## config.mk

```make
export PLATFORM = sky130hd
export DESIGN_NAME = ram_rr_arbiter
export DESIGN_NICKNAME = d
export VERILOG_FILES = /design/src/rtl/ram_arb_pkg.sv /design/src/rtl/rr_pick2.sv /design/src/rtl/ram_rr_arbiter.sv
export SDC_FILE = /design/constraint.sdc
export NUM_CORES = 1
export LEC_CHECK = 0
export CORE_MARGIN = 1
export CORE_UTILIZATION = 36
export DETAILED_ROUTE_END_ITERATION = 8
export HOLD_SLACK_MARGIN = 0.1
export PLACE_DENSITY = 0.81
export SETUP_SLACK_MARGIN = 0.1
export SYNTH_ARGS = -nofsm -noshare
export SYNTH_HDL_FRONTEND = slang
export SYNTH_SLANG_ARGS = --single-unit
```

## constraint.sdc

```tcl
create_clock -name clk -period 2.1 [get_ports clk]
set_clock_uncertainty 0.2 [all_clocks]
set_input_delay 0.315 -clock clk [delete_from_list [all_inputs] [get_ports clk]]
set_output_delay 0.315 -clock clk [all_outputs]
set_load 0.01 [all_outputs]
```

## src/rtl/ram_arb_pkg.sv

```systemverilog
// Shared types and constants for the two-requester RAM round-robin arbiter.
package ram_arb_pkg;

    localparam int RAM_WIDTH_DEF = 8;
    localparam int ADDR_SIZE_DEF = 10;

    localparam logic ST_IDLE  = 1'b0;
    localparam logic ST_BURST = 1'b1;

    localparam int ID_W = 1;
    typedef logic [ID_W-1:0] req_id_t;

    typedef enum logic {
        S_IDLE  = ST_IDLE,
        S_BURST = ST_BURST
    } arb_state_e;

endpackage

```

## src/rtl/rr_pick2.sv

```systemverilog
// Combinational two-way round-robin picker: on contention the requester that
// did not win last time is chosen; the grant vector is one-hot or zero.
module rr_pick2
    import ram_arb_pkg::*;
(
    input  logic [1:0] req_i,
    input  req_id_t    last_winner_i,
    output logic [1:0] gnt_o
);

    // NOTE: every always_comb output gets a default first so no latch is inferred.
    always_comb begin
        gnt_o = req_i;
        if (req_i == 2'b11) begin
            gnt_o = (last_winner_i == req_id_t'(1)) ? 2'b01 : 2'b10;
        end
    end

endmodule

```

## src/rtl/ram_rr_arbiter.sv

```systemverilog
// Round-robin arbiter in front of a single-port synchronous RAM, with optional
// locked bursts and routing of read data back to the issuing requester.
module ram_rr_arbiter
    import ram_arb_pkg::*;
#(
    parameter int RAM_WIDTH = RAM_WIDTH_DEF,
    parameter int ADDR_SIZE = ADDR_SIZE_DEF,
    parameter int MAX_BURST = 4
) (
    input  logic                 clk,
    input  logic                 rst,
    input  logic                 req_0,
    input  logic                 req_1,
    input  logic                 we_0,
    input  logic                 we_1,
    input  logic                 lock_0,
    input  logic                 lock_1,
    input  logic [ADDR_SIZE-1:0] addr_0,
    input  logic [ADDR_SIZE-1:0] addr_1,
    input  logic [RAM_WIDTH-1:0] wdata_0,
    input  logic [RAM_WIDTH-1:0] wdata_1,
    output logic                 gnt_0,
    output logic                 gnt_1,
    output logic                 rvalid_0,
    output logic                 rvalid_1,
    output logic [RAM_WIDTH-1:0] rdata,
    output logic                 ram_wr_en,
    output logic                 ram_rd_en,
    output logic [ADDR_SIZE-1:0] ram_wr_add,
    output logic [ADDR_SIZE-1:0] ram_rd_add,
    output logic [RAM_WIDTH-1:0] ram_data_in,
    input  logic [RAM_WIDTH-1:0] ram_data_out
);

    localparam int              CNT_W   = $clog2(MAX_BURST + 1);
    localparam logic [CNT_W:0]  MAX_CNT = (CNT_W + 1)'(MAX_BURST);
    localparam bit              LOCK_EN = (MAX_BURST > 1);

    arb_state_e             state_q, state_d;
    req_id_t                owner_q, owner_d;
    req_id_t                last_winner_q, last_winner_d;
    logic [CNT_W-1:0]       cnt_q, cnt_d;
    logic [CNT_W:0]         cnt_inc;
    logic                   rd_pend_q;
    req_id_t                rd_id_q;
    logic [ADDR_SIZE-1:0]   addr_q;
    logic [RAM_WIDTH-1:0]   wdata_q;

    logic [1:0]             req, pick, gnt;
    logic                   xfer;
    req_id_t                xfer_id;
    logic                   sel_we, sel_lock;
    logic [ADDR_SIZE-1:0]   sel_addr;
    logic [RAM_WIDTH-1:0]   sel_wdata;

    assign req = {req_1, req_0};

    rr_pick2 u_pick (
        .req_i         (req),
        .last_winner_i (last_winner_q),
        .gnt_o         (pick)
    );

    // During a burst only the owner can be granted; reset masks every grant.
    always_comb begin
        gnt = 2'b00;
        if (!rst) begin
            if (state_q == S_BURST) begin
                gnt[owner_q] = req[owner_q];
            end else begin
                gnt = pick;
            end
        end
    end

    assign xfer      = |gnt;
    assign xfer_id   = req_id_t'(gnt[1]);
    assign sel_we    = gnt[1] ? we_1    : we_0;
    assign sel_lock  = gnt[1] ? lock_1  : lock_0;
    assign sel_addr  = gnt[1] ? addr_1  : addr_0;
    assign sel_wdata = gnt[1] ? wdata_1 : wdata_0;

    assign gnt_0       = gnt[0];
    assign gnt_1       = gnt[1];
    assign ram_wr_en   = xfer & sel_we;
    assign ram_rd_en   = xfer & ~sel_we;
    assign ram_wr_add  = xfer ? sel_addr  : addr_q;
    assign ram_rd_add  = xfer ? sel_addr  : addr_q;
    assign ram_data_in = xfer ? sel_wdata : wdata_q;

    assign rvalid_0 = rd_pend_q & (rd_id_q == req_id_t'(0));
    assign rvalid_1 = rd_pend_q & (rd_id_q == req_id_t'(1));
    assign rdata    = ram_data_out;

    assign cnt_inc = {1'b0, cnt_q} + (CNT_W + 1)'(1);

    always_comb begin
        state_d       = state_q;
        owner_d       = owner_q;
        cnt_d         = cnt_q;
        last_winner_d = xfer ? xfer_id : last_winner_q;
        case (state_q)
            S_IDLE: begin
                if (xfer && LOCK_EN && sel_lock) begin
                    state_d = S_BURST;
                    owner_d = xfer_id;
                    cnt_d   = CNT_W'(1);
                end
            end
            S_BURST: begin
                // Dropping req, dropping lock or reaching MAX_BURST all end the burst.
                if (xfer && sel_lock && (cnt_inc < MAX_CNT)) begin
                    cnt_d = cnt_inc[CNT_W-1:0];
                end else begin
                    state_d = S_IDLE;
                    cnt_d   = '0;
                end
            end
        endcase
    end

    // NOTE: sequential state uses non-blocking assignments only, so every
    // register samples its pre-edge value regardless of statement order.
    always_ff @(posedge clk or posedge rst) begin
        if (rst) begin
            state_q       <= S_IDLE;
            owner_q       <= '0;
            last_winner_q <= req_id_t'(1);
            cnt_q         <= '0;
            rd_pend_q     <= 1'b0;
            rd_id_q       <= '0;
            addr_q        <= '0;
            wdata_q       <= '0;
        end else begin
            state_q       <= state_d;
            owner_q       <= owner_d;
            last_winner_q <= last_winner_d;
            cnt_q         <= cnt_d;
            rd_pend_q     <= ram_rd_en;
            rd_id_q       <= xfer_id;
            if (xfer) begin
                addr_q  <= sel_addr;
                wdata_q <= sel_wdata;
            end
        end
    end

endmodule
```

==> reports/results.ini <==
[sta]
rsz0062_at_grt = yes
hold_viol_final = 0
setup_violations = 30
fmax_mhz = 423.9
finalMaxSlewViolations = 0
slew_headroom_pct = 72.02
setup_slack_ps = -259.0
fin_crit_ps = 2359
tightest_slew_ps = 414.2
post-route-period-util_pct = 112.3
tns_ps = -6825

[worst_setup_path]
critPathRequiredTime_ps = 1580
start_kind = flip-flop
end_kind = output port
crit_type = reg -> out
rr_worst_depth = 9
critPathMaxFanout = 8
cp.arrival_ps = 1840

[placed_design]
port_buffers = 77
post-dp-hpwl_um = 2415
place.gp.congestion = 0.7425
placed_cells = 263

[yosys]
synth_nets = 198
yosysMostFrequentCell = dfrtp_1
ys_warn_count = 0
yosys-top-cells-area = dfrtp_1 44%, mux2i_1 15%, buf_4 10%, a21oi_1 8.1%, nor2_1 5.3%
yosysSeqAreaShare_pct = 45.94
synthArstFlopShare_pct = 100.0
synth_cell_type_count = 28
syn_area_per_cell_um2 = 9.785
synthesis.area_um2 = 1419
synthFlopType = dfrtp_1
synth_area_leader_cell = dfrtp_1
synth-edff-count = 0
synth_top_cells_by_count = 25 x dfrtp_1, 23 x a21oi_1, 21 x mux2i_1
yosysTopAreaCellShare_pct = 44.09
ys_ff_latch = 26
synthCells = 145

[clock_network]
htree_levels = 1
cts_tree = done
ctsHoldBuffers = 0
cts_buffers = 3
clock_latency_ps = 270
clockRootBuffer = clkbuf_8
clock-sinks = 26
clockBufferDepth = 2
path_clk_slew_ps = 90

[pwr]
p_int_w = 0.001163
leakage_nw = 1.269
p_comb_share_pct = 47.1
power.share.clock_pct = 17.1
power_frac_seq_pct = 35.8
powerDensity_nw_per_um2 = 594.0
switching_share_pct = 32.41
vdd_drop_max_mv = 0.5072
p_sw_w = 0.0005575

[die]
row_count = 22
die_h_um = 64.78
core_area_um2 = 3716
start_util_pct = 38.18
io_pins = 94
die-area_um2 = 4196
die_x_um = 64.78

[run_status]
failed_checks = negative setup slack
status = finished, violations left

[route]
wl_um = 4573
drtIter0Drc = 89
final_antenna_net_count = 0
via_count = 1427
routedWlPerCell_um = 15.29
drcViolationCount = 0
firstDrtPassIters = 4
viasPerCell = 4.773

[grt]
antenna_found_initial = 0
grt-ovfl-total = 0
grtUsageTotal_pct = 19.92
grt_pass1_wl_um = 6417
grt_pass1_vias = 1389
grt_max_degree = 27

[job]
cap_violations = 0

[finish]
syn_to_final_growth_pct = 104.1
finalNonFillerCells = 299
antenna_cells = 0
final_nets = 305
drive_above_1_share_pct = 53.78
fillers = 237

[min_path]
hold_path.class = in -> async

layout by cell type, fill, tap and decap left out, types with 4 or more instances in the layout:
cell type / count
buf_12: 4
buf_4: 30
buf_2: 25
mux2i_1: 6
a21oi_2: 11
clkdlybuf4s50_1: 42
inv_1: 6
a21oi_4: 9
dfrtp_1: 25
mux2i_4: 9
nor2_2: 7
mux2i_2: 6
buf_8: 4
nor2_1: 12
buf_6: 14
timing repair:
item / CTS / global route
gates resized for setup: 185 / 34
cloned: 2 / 1
buffers inserted: 22 / 7
endpoints found under the hold margin: 0 / 0
pin swaps: 6 / 5
setup endpoints to repair: 32 / 34
metrics by stage:
stage	util [%]	total power (W)	hold WS, ps	setup WS, ps	area [µm²]
floorplan	-	0.0009190	162.6	48.37	1445
global placement	60.74	0.001198	308.2	-760.9	2257
detailed placement	60.74	0.001213	311.8	-812.2	2257
CTS	71.55	0.001602	257.1	-214.9	2659
global route	77.95	0.001806	298.3	-327.1	2897
finish	77.95	0.001720	249.6	-259.0	2897
area by class of cell:
class                      instances  area [µm²]  share of cell area [%]
inverter                           6       22.52                  0.7775
tap                               48       60.06                   2.073
multi-input combinational         89       937.1                   32.35
timing repair buffer             126        1180                   40.73
clock buffer                       4       45.04                   1.555
sequential                        26       651.9                   22.51
per-layer routing:
layer,global-route usage (%),vias to the layer above,routed length (µm)
met5,0,-,0
met4,4.444,0,31
met3,3.873,7,224
met2,35.42,55,2417
met1,24.66,678,1900
li1,-,687,-
logic make-up (layout without fill, tap and decap cells):
| family | Yosys count | count (layout) | share of synthesized area, % |
|---|---|---|---|
| buf+inv | 30 | 136 | 13.32 |
| compound gates | 32 | 32 | 12.96 |
| xor+xnor | 1 | 1 | 0.6174 |
| fa+ha+maj | 1 | 1 | 0.8817 |
| simple gates | 34 | 34 | 11.46 |
| flops | 26 | 26 | 45.94 |
| mux | 21 | 21 | 14.81 |
worst paths after layout:
check                               from        endpoint  slack [ps]
max                        last_winner_q  ram_data_in[7]        -260
max in group asynchronous            rst   last_winner_q        1160
min                                  rst         owner_q         250
max reg2reg                      state_q        cnt_q[2]          10
min in group clk           last_winner_q   last_winner_q         340
min reg2reg                last_winner_q   last_winner_q         340
state kept, by name (all words and copies together) (netlist names):
| name | flops |
|---|---|
| rd_pend_q | 1 |
| wdata_q | 8 |
| addr_q | 10 |
| rd_id_q | 1 |
| cnt_q | 3 |
| owner_q | 1 |
| state_q | 1 |
| last_winner_q | 1 |
critical path: stages (launching register included):
cell and delay (ps):
dfstp_2 540, nand3b_1 150, nand3_4 120, buf_8 150
buf_12 130, mux2i_2 230, a21oi_2 90, buf_2 150
power groups by stage:
| stage | combinational (W) | sequential, W | clock (W) |
|---|---|---|---|
| 2_1_floorplan | 0.000309 | 0.000610 | 0 |
| 3_3_place_gp | 0.000586 | 0.000612 | 0 |
| 3_5_place_dp | 0.000595 | 0.000618 | 0 |
| 4_1_cts | 0.000698 | 0.000609 | 0.000296 |
| 5_1_grt | 0.000858 | 0.000622 | 0.000326 |
| 6_report | 0.000810 | 0.000616 | 0.000294 |
(Power assumes the default switching activity.)
==> RTL edit, RTL diff (same flow settings) <==
The parameter `MAX_BURST` goes from 4 to 2.
--- a/src/rtl/ram_rr_arbiter.sv
+++ b/src/rtl/ram_rr_arbiter.sv
@@ -7,3 +7,3 @@
     parameter int ADDR_SIZE = ADDR_SIZE_DEF,
-    parameter int MAX_BURST = 4
+    parameter int MAX_BURST = 2
 ) (
Function: changed (Yosys sat finds a counterexample within 4 cycles, from zero or initial values and one cycle with rst high).
==> RTL edit against the unedited design <==
The run still ends with setup timing left; total power rose by 14%; sequential power rose by 2%; setup slack got worse by 0.10 ns; sequential share of layout area fell by 0.099 points; via count fell by 12%; combinational power rose by 30%; sequential cell count fell by 1; cell area fell by 3.4%; synthesized cell count fell by 17%; synthesized area rose by 15%; count of clock-buffer cells in the layout fell by 1; wire length fell by 7.3%.
==> RTL edit: results (changes against the unedited design) <==
| Metric | Value |
|---|---|
| Critical R2R Capture | `addr_q[3]` |
| 1st-iter DRT viols | `41 (-54%)` |
| Adder-cell share of the synthesized area | `0.007639 (-0.001179)` |
| Outcome | `finished with violations` |
| Max stage delay on crit path | `0.57 ns (+0.03 ns)` |
| Met3 wire len | `274 um (+22%)` |
| Placed Instances | `255 (-3.0%)` |
| CTS-repair resized insts | `177 (-4.3%)` |
| Finished Layout Cells | `268 (-10%)` |
| Placed inst area | `0.002527 mm2 (+12%)` |
| DR vias/cell | `4.698 (-1.6%)` |
| Vias in the first global route | `1267 (-8.8%)` |
| Final worst slack | `-0.3588 ns (-0.09973 ns)` |
| Worst EP arrival | `1.94 ns (+0.10 ns)` |
| VDD IR max | `328.3 uV (-35%)` |
| Failing checks | `setup timing` |
| RR Startpoint | `last_winner_q` |
| First-pass GRT wire length | `6.210 mm (-3.2%)` |
| PnR Total Power | `1.964 mW (+14%)` |
| Met2 wire len | `2.171 mm (-10%)` |
| Internal power | `1.391 mW (+20%)` |
| Share of cells above drive strength 1 | `0.5694 (+0.03160)` |
| GR Util All Layers | `0.1635 (-0.03579)` |
| R2r worst-path depth | `7 (-2)` |
| Worst slack at placement | `-0.7646 ns (+0.04762 ns)` |
| Seq pwr | `0.626 mW (+2%)` |
| Leak pwr | `1.360 nW (+7.1%)` |
| Clk. pwr | `0.286 mW (-3%)` |
| Max-slew headroom | `0.7686 (+0.04839)` |
| Count of cell types in the netlist | `32 (+14%)` |
| Mux contribution to synthesized area | `0.3331 (+0.1849)` |
| Routability Congestion | `0.7451 (+0.35%)` |
| Synth top cells by count | `32 x mux2_4, 24 x dfrtp_1, 18 x buf_4` |
| Met1 Track Usage GR | `0.2034 (-0.04328)` |
| Setup-failing EPs final | `30 (unchanged)` |
| Postcts setup bufs | `8 (-64%)` |
| Fillers | `333 (+41%)` |
| Synthesized Nets | `174 (-12%)` |
| Setup tns final | `-9.585 ns (-2.760 ns)` |
-- RTL edit: cell type report --
class,instances,area (um2),share of cell area
Clock buffer,3,41.29,0.01476
Clock inverter,1,5.005,0.001789
Inverter,9,36.28,0.01297
Multi-Input combinational cell,65,850.8,0.3041
Sequential cell,25,626.9,0.2241
Tap cell,52,65.06,0.02326
Timing Repair Buffer,113,1172,0.4191
-- RTL edit: kinds of logic after synthesis --
family                     count (synthesis)
AOI/OAI and AO/OA                         13
adders and majority gates                  1
buffers and inverters                     31
DFF                                       25
muxes                                     38
and+or+nand+nor                           13
-- RTL edit: worst max-delay path by stage --
stage	start	end	slack [ns]	cells after the start
floorplan	state_q	ram_wr_add[0]	-0.03	6
global route	last_winner_q	ram_rd_add[1]	-0.42	6
finish	last_winner_q	ram_rd_add[1]	-0.36	6
detailed placement	rst	ram_rd_add[9]	-0.76	7
CTS	last_winner_q	ram_rd_add[5]	-0.38	6
global placement	rst	ram_rd_add[3]	-0.74	7
